===== config.mk =====
export PLATFORM = sky130hd
export DESIGN_NAME = div_unit_flat
export DESIGN_NICKNAME = d
export VERILOG_FILES = /design/src/rtl/div_unit_pkg.sv /design/src/rtl/div_unit_if.sv /design/src/rtl/div_unit_step.sv /design/src/rtl/div_unit.sv /design/src/flat_wrapper.sv
export SDC_FILE = /design/constraint.sdc
export NUM_CORES = 1
export LEC_CHECK = 0
export CAP_MARGIN = 10
export CORE_MARGIN = 1.5
export CORE_UTILIZATION = 58
export CTS_CLUSTER_SIZE = 30
export DETAILED_ROUTE_END_ITERATION = 16
export PLACE_DENSITY = 0.78
export SLEW_MARGIN = 40
export SYNTH_ARGS = -nofsm -noshare
export SYNTH_HDL_FRONTEND = slang
export SYNTH_HIERARCHICAL = 1
export SYNTH_SLANG_ARGS = --single-unit

===== constraint.sdc =====
create_clock -name clk -period 7.3 [get_ports clk]
set_clock_uncertainty 0.2 [all_clocks]
set_input_delay 1.46 -clock clk [delete_from_list [all_inputs] [get_ports clk]]
set_output_delay 1.46 -clock clk [all_outputs]
set_load 0.05 [all_outputs]

===== src/rtl/div_unit_pkg.sv =====
// Shared definitions for the radix-2 restoring divider: FSM encodings,
// default operand width and {remainder, quotient} result field positions.
package div_unit_pkg;

    localparam int unsigned DIV_WIDTH_DEF = 32;

    localparam logic [1:0] S_IDLE   = 2'd0;
    localparam logic [1:0] S_BYZERO = 2'd1;
    localparam logic [1:0] S_ON     = 2'd2;
    localparam logic [1:0] S_END    = 2'd3;

    // Quotient occupies the low half of the result, remainder the high half.
    localparam int unsigned QUOT_LSB = 0;

    function automatic int unsigned quot_msb(input int unsigned w);
        return w - 1;
    endfunction

    function automatic int unsigned rem_lsb(input int unsigned w);
        return w;
    endfunction

    function automatic int unsigned rem_msb(input int unsigned w);
        return 2 * w - 1;
    endfunction

endpackage


===== src/rtl/div_unit_if.sv =====
// Execute-stage <-> divider request/result bundle.
interface div_unit_if #(
    parameter int unsigned WIDTH = div_unit_pkg::DIV_WIDTH_DEF
);
    logic                 signed_div_i;
    logic [WIDTH-1:0]     opdata1_i;
    logic [WIDTH-1:0]     opdata2_i;
    logic                 start_i;
    logic                 annul_i;
    logic [2*WIDTH-1:0]   result_o;
    logic                 ready_o;

    modport master (
        output signed_div_i, opdata1_i, opdata2_i, start_i, annul_i,
        input  result_o, ready_o
    );

    modport slave (
        input  signed_div_i, opdata1_i, opdata2_i, start_i, annul_i,
        output result_o, ready_o
    );
endinterface


===== src/rtl/div_unit_step.sv =====
// One restoring-division iteration: trial subtract of the divisor from the
// shifted partial remainder.
module div_step #(
    parameter int unsigned WIDTH = div_unit_pkg::DIV_WIDTH_DEF
) (
    input  logic [WIDTH:0]   partial_i,
    input  logic [WIDTH-1:0] divisor_i,
    output logic [WIDTH-1:0] diff_o_c,
    output logic             no_borrow_o_c
);

    // partial < 2*divisor always holds, so a successful difference fits in WIDTH bits.
    assign no_borrow_o_c = (partial_i >= {1'b0, divisor_i});
    assign diff_o_c      = partial_i[WIDTH-1:0] - divisor_i;

endmodule


===== src/rtl/div_unit.sv =====
// Multi-cycle signed/unsigned integer divider, one quotient bit per cycle.
// Optional DIV_EARLY_OUT_EN: finish at once when |dividend| < |divisor|.
module div_unit
    import div_unit_pkg::*;
#(
    parameter int unsigned WIDTH = DIV_WIDTH_DEF,
    parameter int unsigned CNT_W = $clog2(WIDTH + 1)
) (
    input  logic       clk,
    input  logic       rst,
    div_unit_if.slave  bus
);

    localparam int unsigned QUOT_MSB = quot_msb(WIDTH);
    localparam int unsigned REM_LSB  = rem_lsb(WIDTH);
    localparam int unsigned REM_MSB  = rem_msb(WIDTH);
    localparam logic [CNT_W-1:0] CNT_LAST = CNT_W'(WIDTH - 1);

    logic [1:0]         state_q, state_d;
    logic [CNT_W-1:0]   cnt_q, cnt_d;
    logic [WIDTH-1:0]   rem_q, rem_d;
    logic [WIDTH-1:0]   dvd_q, dvd_d;
    logic [WIDTH-1:0]   dvs_q, dvs_d;
    logic               neg_quot_q, neg_quot_d;
    logic               neg_rem_q, neg_rem_d;
    logic [2*WIDTH-1:0] result_q, result_d;
    logic               ready_q, ready_d;

    logic               sign_a_c, sign_b_c;
    logic [WIDTH-1:0]   mag_a_c, mag_b_c;
    logic               early_c;
    logic [WIDTH:0]     partial_c;
    logic [WIDTH-1:0]   diff_c, quot_c, rem_c;
    logic               no_borrow_c;

    // Operand magnitudes; the most-negative value maps onto its own unsigned magnitude.
    assign sign_a_c = bus.signed_div_i & bus.opdata1_i[WIDTH-1];
    assign sign_b_c = bus.signed_div_i & bus.opdata2_i[WIDTH-1];
    assign mag_a_c  = sign_a_c ? (WIDTH'(0) - bus.opdata1_i) : bus.opdata1_i;
    assign mag_b_c  = sign_b_c ? (WIDTH'(0) - bus.opdata2_i) : bus.opdata2_i;

`ifdef DIV_EARLY_OUT_EN
    assign early_c = (mag_a_c < mag_b_c);
`else
    assign early_c = 1'b0;
`endif

    // dvd_q shifts dividend bits out at the top and quotient bits in at the bottom.
    assign partial_c = {rem_q, dvd_q[WIDTH-1]};

    div_step #(.WIDTH(WIDTH)) u_step (
        .partial_i     (partial_c),
        .divisor_i     (dvs_q),
        .diff_o_c      (diff_c),
        .no_borrow_o_c (no_borrow_c)
    );

    assign quot_c = {dvd_q[WIDTH-2:0], no_borrow_c};
    assign rem_c  = no_borrow_c ? diff_c : partial_c[WIDTH-1:0];

    always_comb begin
        state_d    = state_q;
        cnt_d      = cnt_q;
        rem_d      = rem_q;
        dvd_d      = dvd_q;
        dvs_d      = dvs_q;
        neg_quot_d = neg_quot_q;
        neg_rem_d  = neg_rem_q;
        result_d   = result_q;
        ready_d    = ready_q;

        case (state_q)
            S_IDLE: begin
                result_d = '0;
                ready_d  = 1'b0;
                if (bus.start_i && !bus.annul_i) begin
                    if (bus.opdata2_i == '0) begin
                        state_d = S_BYZERO;
                    end else if (early_c) begin
                        state_d  = S_END;
                        ready_d  = 1'b1;
                        result_d = {bus.opdata1_i, WIDTH'(0)};
                    end else begin
                        state_d    = S_ON;
                        cnt_d      = '0;
                        rem_d      = '0;
                        dvd_d      = mag_a_c;
                        dvs_d      = mag_b_c;
                        neg_quot_d = sign_a_c ^ sign_b_c;
                        neg_rem_d  = sign_a_c;
                    end
                end
            end
            S_BYZERO: begin
                state_d  = S_END;
                ready_d  = 1'b1;
                result_d = '0;
            end
            S_ON: begin
                rem_d = rem_c;
                dvd_d = quot_c;
                cnt_d = cnt_q + CNT_W'(1);
                if (cnt_q == CNT_LAST) begin
                    state_d = S_END;
                    ready_d = 1'b1;
                    result_d[QUOT_MSB:QUOT_LSB] = neg_quot_q ? (WIDTH'(0) - quot_c) : quot_c;
                    result_d[REM_MSB:REM_LSB]   = neg_rem_q  ? (WIDTH'(0) - rem_c)  : rem_c;
                end
            end
            S_END: begin
                state_d = S_END;
            end
            default: begin
                state_d = S_IDLE;
            end
        endcase

        // Annul, or start withdrawn, returns to IDLE from any busy state.
        if (state_q != S_IDLE && (bus.annul_i || !bus.start_i)) begin
            state_d  = S_IDLE;
            ready_d  = 1'b0;
            result_d = '0;
        end
    end

    always_ff @(posedge clk) begin
        if (rst) begin
            state_q    <= S_IDLE;
            cnt_q      <= '0;
            rem_q      <= '0;
            dvd_q      <= '0;
            dvs_q      <= '0;
            neg_quot_q <= 1'b0;
            neg_rem_q  <= 1'b0;
            result_q   <= '0;
            ready_q    <= 1'b0;
        end else begin
            state_q    <= state_d;
            cnt_q      <= cnt_d;
            rem_q      <= rem_d;
            dvd_q      <= dvd_d;
            dvs_q      <= dvs_d;
            neg_quot_q <= neg_quot_d;
            neg_rem_q  <= neg_rem_d;
            result_q   <= result_d;
            ready_q    <= ready_d;
        end
    end

    assign bus.result_o = result_q;
    assign bus.ready_o  = ready_q;

endmodule


===== src/flat_wrapper.sv =====
// flat-port wrapper written by rule: the top's interface ports become plain ports
module div_unit_flat import div_unit_pkg::*;
#(
    parameter int unsigned WIDTH = DIV_WIDTH_DEF,
    parameter int unsigned CNT_W = $clog2(WIDTH + 1)
)
  (clk, rst, bus_signed_div_i, bus_opdata1_i, bus_opdata2_i, bus_start_i, bus_annul_i, bus_result_o, bus_ready_o);
  div_unit_if #(.WIDTH(WIDTH)) bus_i ();
  input  logic clk;
  input  logic rst;
  input wire logic [$bits(bus_i.signed_div_i)-1:0] bus_signed_div_i;
  input wire logic [$bits(bus_i.opdata1_i)-1:0] bus_opdata1_i;
  input wire logic [$bits(bus_i.opdata2_i)-1:0] bus_opdata2_i;
  input wire logic [$bits(bus_i.start_i)-1:0] bus_start_i;
  input wire logic [$bits(bus_i.annul_i)-1:0] bus_annul_i;
  output wire logic [$bits(bus_i.result_o)-1:0] bus_result_o;
  output wire logic [$bits(bus_i.ready_o)-1:0] bus_ready_o;
  assign bus_i.signed_div_i = bus_signed_div_i;
  assign bus_i.opdata1_i = bus_opdata1_i;
  assign bus_i.opdata2_i = bus_opdata2_i;
  assign bus_i.start_i = bus_start_i;
  assign bus_i.annul_i = bus_annul_i;
  assign bus_result_o = bus_i.result_o;
  assign bus_ready_o = bus_i.ready_o;
  div_unit #(.WIDTH(WIDTH), .CNT_W(CNT_W)) u_core (.clk(clk), .rst(rst), .bus(bus_i));
endmodule

==> impl_metrics.tcl <==
set metrics [dict create \
    grt_start_max_net_pins 99 \
    path_common_cell "o21ai_0" \
    grt_pass1_wl_um 53400 \
    cts_buffer_depth 2 \
    dieArea_mm2 0.0209 \
    drtIter0Drc 1178 \
    drc 0 \
    p_leak_uw 0.00491 \
    netlist_instances 1512 \
    synth-seq-cells 171 \
    crit_cells 16 \
    critPathSlowestCell "o41ai_2" \
    ys_warn_count 6 \
    numCtsBuffers 17 \
    worstSetupStartpoint "u_core/rem_q[1]" \
    ys.flop_type "dfxtp_1" \
    endpoint_kind "register" \
    max_freq_mhz 182 \
    place_hpwl_um 25100 \
    crit_path_max_incr_delay_ns 0.64 \
    min_path_type "reg2reg" \
    min_period_ns 5.50 \
    critPathArrivalTime_ns 5.66 \
    p_per_area_mw_per_mm2 300 \
    worst_pin_slew_ns 0.853 \
    worst_r2r_path_depth 16 \
    clock-root-buffer "clkbuf_16" \
    io_pins 134 \
    clk_pin_slew_ns 0.07 \
    min_period_over_period 0.754 \
    fp.dieH_um 145 \
    ys_types 81 \
    reg2reg_slack_ns 1.80 \
    io_buffers 133 \
    synth.avg_cell_area_um2 7.68 \
    cts_resized 0 \
    overflow 0 \
    maxSlewViolCount 0 \
    relSlewSlack 0.430 \
    cts-htree-levels 4 \
    avgRoutedWirePerCell_um 18.1 \
    cpLargestDelayFamily "compound AO/OA/AOI/OAI gates" \
    synth_seq_area_share 0.295 \
    vias 11500 \
    synthArstFlopShare 0 \
    area_delta_synth_final_pct 17.5 \
    grt_pass1_vias 9987 \
    n_antenna_cell 0 \
    critPathLaunchType "register" \
    clk_latency_ns 0.44 \
    critPathCapture "u_core/bus.result_o[52]" \
    syn_area_mm2 0.0116 \
    worst_ir_drop_vdd_uv 407 \
    rsz0062_at_grt "false" \
    cts_tree "yes" \
    hold_buffers 0 \
    crit_required_ns 7.46 \
    finalWirelength_um 33800 \
    fin_nets 1697 \
    gp_congestion 0.950 \
    maxCapViolCount 0 \
    dp_cells 1832 \
    coreArea_mm2 0.0195 \
    critPathKind "reg2reg" \
    cts_sinks 171 \
    num_rows 51 \
    die_w_um 145 \
    dr.pass1.iters 5 \
    tns_ns 0 \
    path_cells "ha_1, o211ai_1, a21o_1, a21oi_1, o311ai_1, a21oi_1, a221oi_2, o21ai_4, buf_4, buf_4, nor4b_1, o21ai_0, o41ai_2, o21ai_0, xor2_1, o21ai_0" \
    synth_nets 1623 \
    antenna_found_initial 0 \
    via_per_inst 6.16 \
    path_max_fanout 43 \
    r2r-end "u_core/bus.result_o[52]" \
    detail-route-antenna-nets 0 \
    track_usage 0.327 \
    crit_buf_inv 2 \
    setup_viol 0 \
    fin_cells 1864 \
    regToRegStartpoint "u_core/rem_q[1]" \
    drive_above_1_share 0.0575 \
    finalHoldViolations 0 \
    postCtsSetupBuffers 0 \
    status "complete, no violations" \
    synth-edff-count 0 \
    initial_core_util 0.595 \
]
-- cell usage after synthesis, types with 4 or more instances --
| library cell | count | area share |
|---|---|---|
| a211oi_1 | 34 | 0.022 |
| a21o_1 | 8 | 0.0052 |
| a21oi_1 | 132 | 0.057 |
| a22oi_1 | 14 | 0.0090 |
| a31oi_1 | 23 | 0.012 |
| and2_1 | 4 | 0.0022 |
| buf_1 | 6 | 0.0019 |
| buf_2 | 13 | 0.0056 |
| buf_6 | 6 | 0.0058 |
| clkbuf_1 | 66 | 0.021 |
| dfxtp_1 | 171 | 0.29 |
| ha_1 | 41 | 0.044 |
| inv_1 | 63 | 0.020 |
| mux2_2 | 7 | 0.0068 |
| mux2i_1 | 39 | 0.034 |
| nand2_1 | 191 | 0.062 |
| nand2b_1 | 23 | 0.012 |
| nand3_1 | 30 | 0.013 |
| nand4_1 | 11 | 0.0059 |
| nor2_1 | 123 | 0.040 |
| nor2b_1 | 4 | 0.0022 |
| nor3_1 | 29 | 0.012 |
| nor3b_1 | 8 | 0.0052 |
| nor4_1 | 15 | 0.0081 |
| o211ai_1 | 30 | 0.019 |
| o21a_1 | 8 | 0.0052 |
| o21ai_0 | 87 | 0.037 |
| o21ai_1 | 9 | 0.0039 |
| o21bai_1 | 5 | 0.0032 |
| o31a_1 | 4 | 0.0030 |
| o31ai_1 | 24 | 0.016 |
| o41ai_1 | 12 | 0.0090 |
| or2_2 | 6 | 0.0032 |
| or3_1 | 38 | 0.020 |
| or4_1 | 14 | 0.0090 |
| xnor2_1 | 75 | 0.057 |
| xor2_1 | 73 | 0.055 |
-- metal layers --
metal | wire length [um] | part of all wire | global-route usage | up-vias
met5 | 0 | 0 | 0 | -
met4 | 335 | 0.0099 | 0.0776 | 0
met3 | 3390 | 0.10 | 0.0662 | 31
met2 | 14400 | 0.43 | 0.476 | 557
met1 | 15700 | 0.46 | 0.491 | 5349
li1 | - | - | - | 5540
-- sequential cells by signal (all words and copies together), names as in the netlist --
name                 count
u_core/bus.ready_o       1
u_core/bus.result_o     64
u_core/cnt_q             6
u_core/dvd_q            32
u_core/dvs_q            32
u_core/neg_quot_q        1
u_core/neg_rem_q         1
u_core/rem_q            32
u_core/state_q           2
-- power by group --
part | switching (uW) | total (uW) | internal (uW) | leakage [uW]
logic | 1280 | 1960 | 683 | 0.00322
clock network | 442 | 944 | 502 | 0.000302
registers | 145 | 1190 | 1050 | 0.00139
-- how the worst min path moves through the flow --
stage	start	endpoint	slack, ns	depth (start not counted)
6_report	u_core/bus.result_o[60]	u_core/bus.result_o[60]	0.25	2
3_5_place_dp	u_core/bus.result_o[49]	u_core/bus.result_o[49]	0.24	2
4_1_cts	u_core/bus.result_o[29]	u_core/bus.result_o[29]	0.25	2
5_1_grt	u_core/bus.result_o[49]	u_core/bus.result_o[49]	0.28	2
2_1_floorplan	u_core/dvs_q[31]	u_core/dvs_q[31]	0.23	2
3_3_place_gp	u_core/bus.result_o[41]	u_core/bus.result_o[41]	0.23	2
-- worst min-delay path: stages (launching register included) --
cell and delay, ns:
dfxtp_1 0.31, nand2_1 0.05, o21ai_1 0.05
-- metrics by stage --
step / instance area [um2] / utilization / power, uW / hold slack (ns) / setup slack (ns)
finish: 13700 / 0.699 / 4100 / 0.249 / 1.80
global route: 13700 / 0.699 / 4330 / 0.278 / 1.42
CTS: 13600 / 0.698 / 4050 / 0.254 / 1.71
detailed placement: 13000 / 0.667 / 3100 / 0.241 / 1.75
global placement: 13000 / 0.666 / 3070 / 0.233 / 1.93
floorplan: 11600 / - / 2580 / 0.232 / 2.23
-- logic make-up (layout without fill, tap and decap cells) --
| family | Yosys count | after routing | synth area share |
|---|---|---|---|
| muxes | 46 | 46 | 0.0404 |
| xor gates and xnor gates | 148 | 148 | 0.112 |
| AOI/OAI and AO/OA | 427 | 427 | 0.235 |
| adders and majority gates | 42 | 42 | 0.0459 |
| and+or+nand+nor | 522 | 522 | 0.217 |
| buffers and inverters | 156 | 243 | 0.0558 |
| DFF | 171 | 171 | 0.295 |
-- cell type report --
type	instances	area, um2
Clock buffer	18	439
Timing Repair Buffer	147	1430
Clock inverter	14	173
Fill cell	1698	5870
Sequential cell	171	3420
Multi-Input combinational cell	1185	7610
Inverter	64	240
Tap cell	265	332
-- layout by cell type (no fill, tap or decap), types with 40 or more instances in the layout --
cell | synthesis | routed
nand2_1 | 191 | 191
dfxtp_1 | 171 | 170
clkdlybuf4s50_1 | 0 | 132
a21oi_1 | 132 | 132
nor2_1 | 123 | 120
o21ai_0 | 87 | 85
xnor2_1 | 75 | 75
xor2_1 | 73 | 73
inv_1 | 63 | 63
ha_1 | 41 | 40
Power figures use the tool's default switching activity.
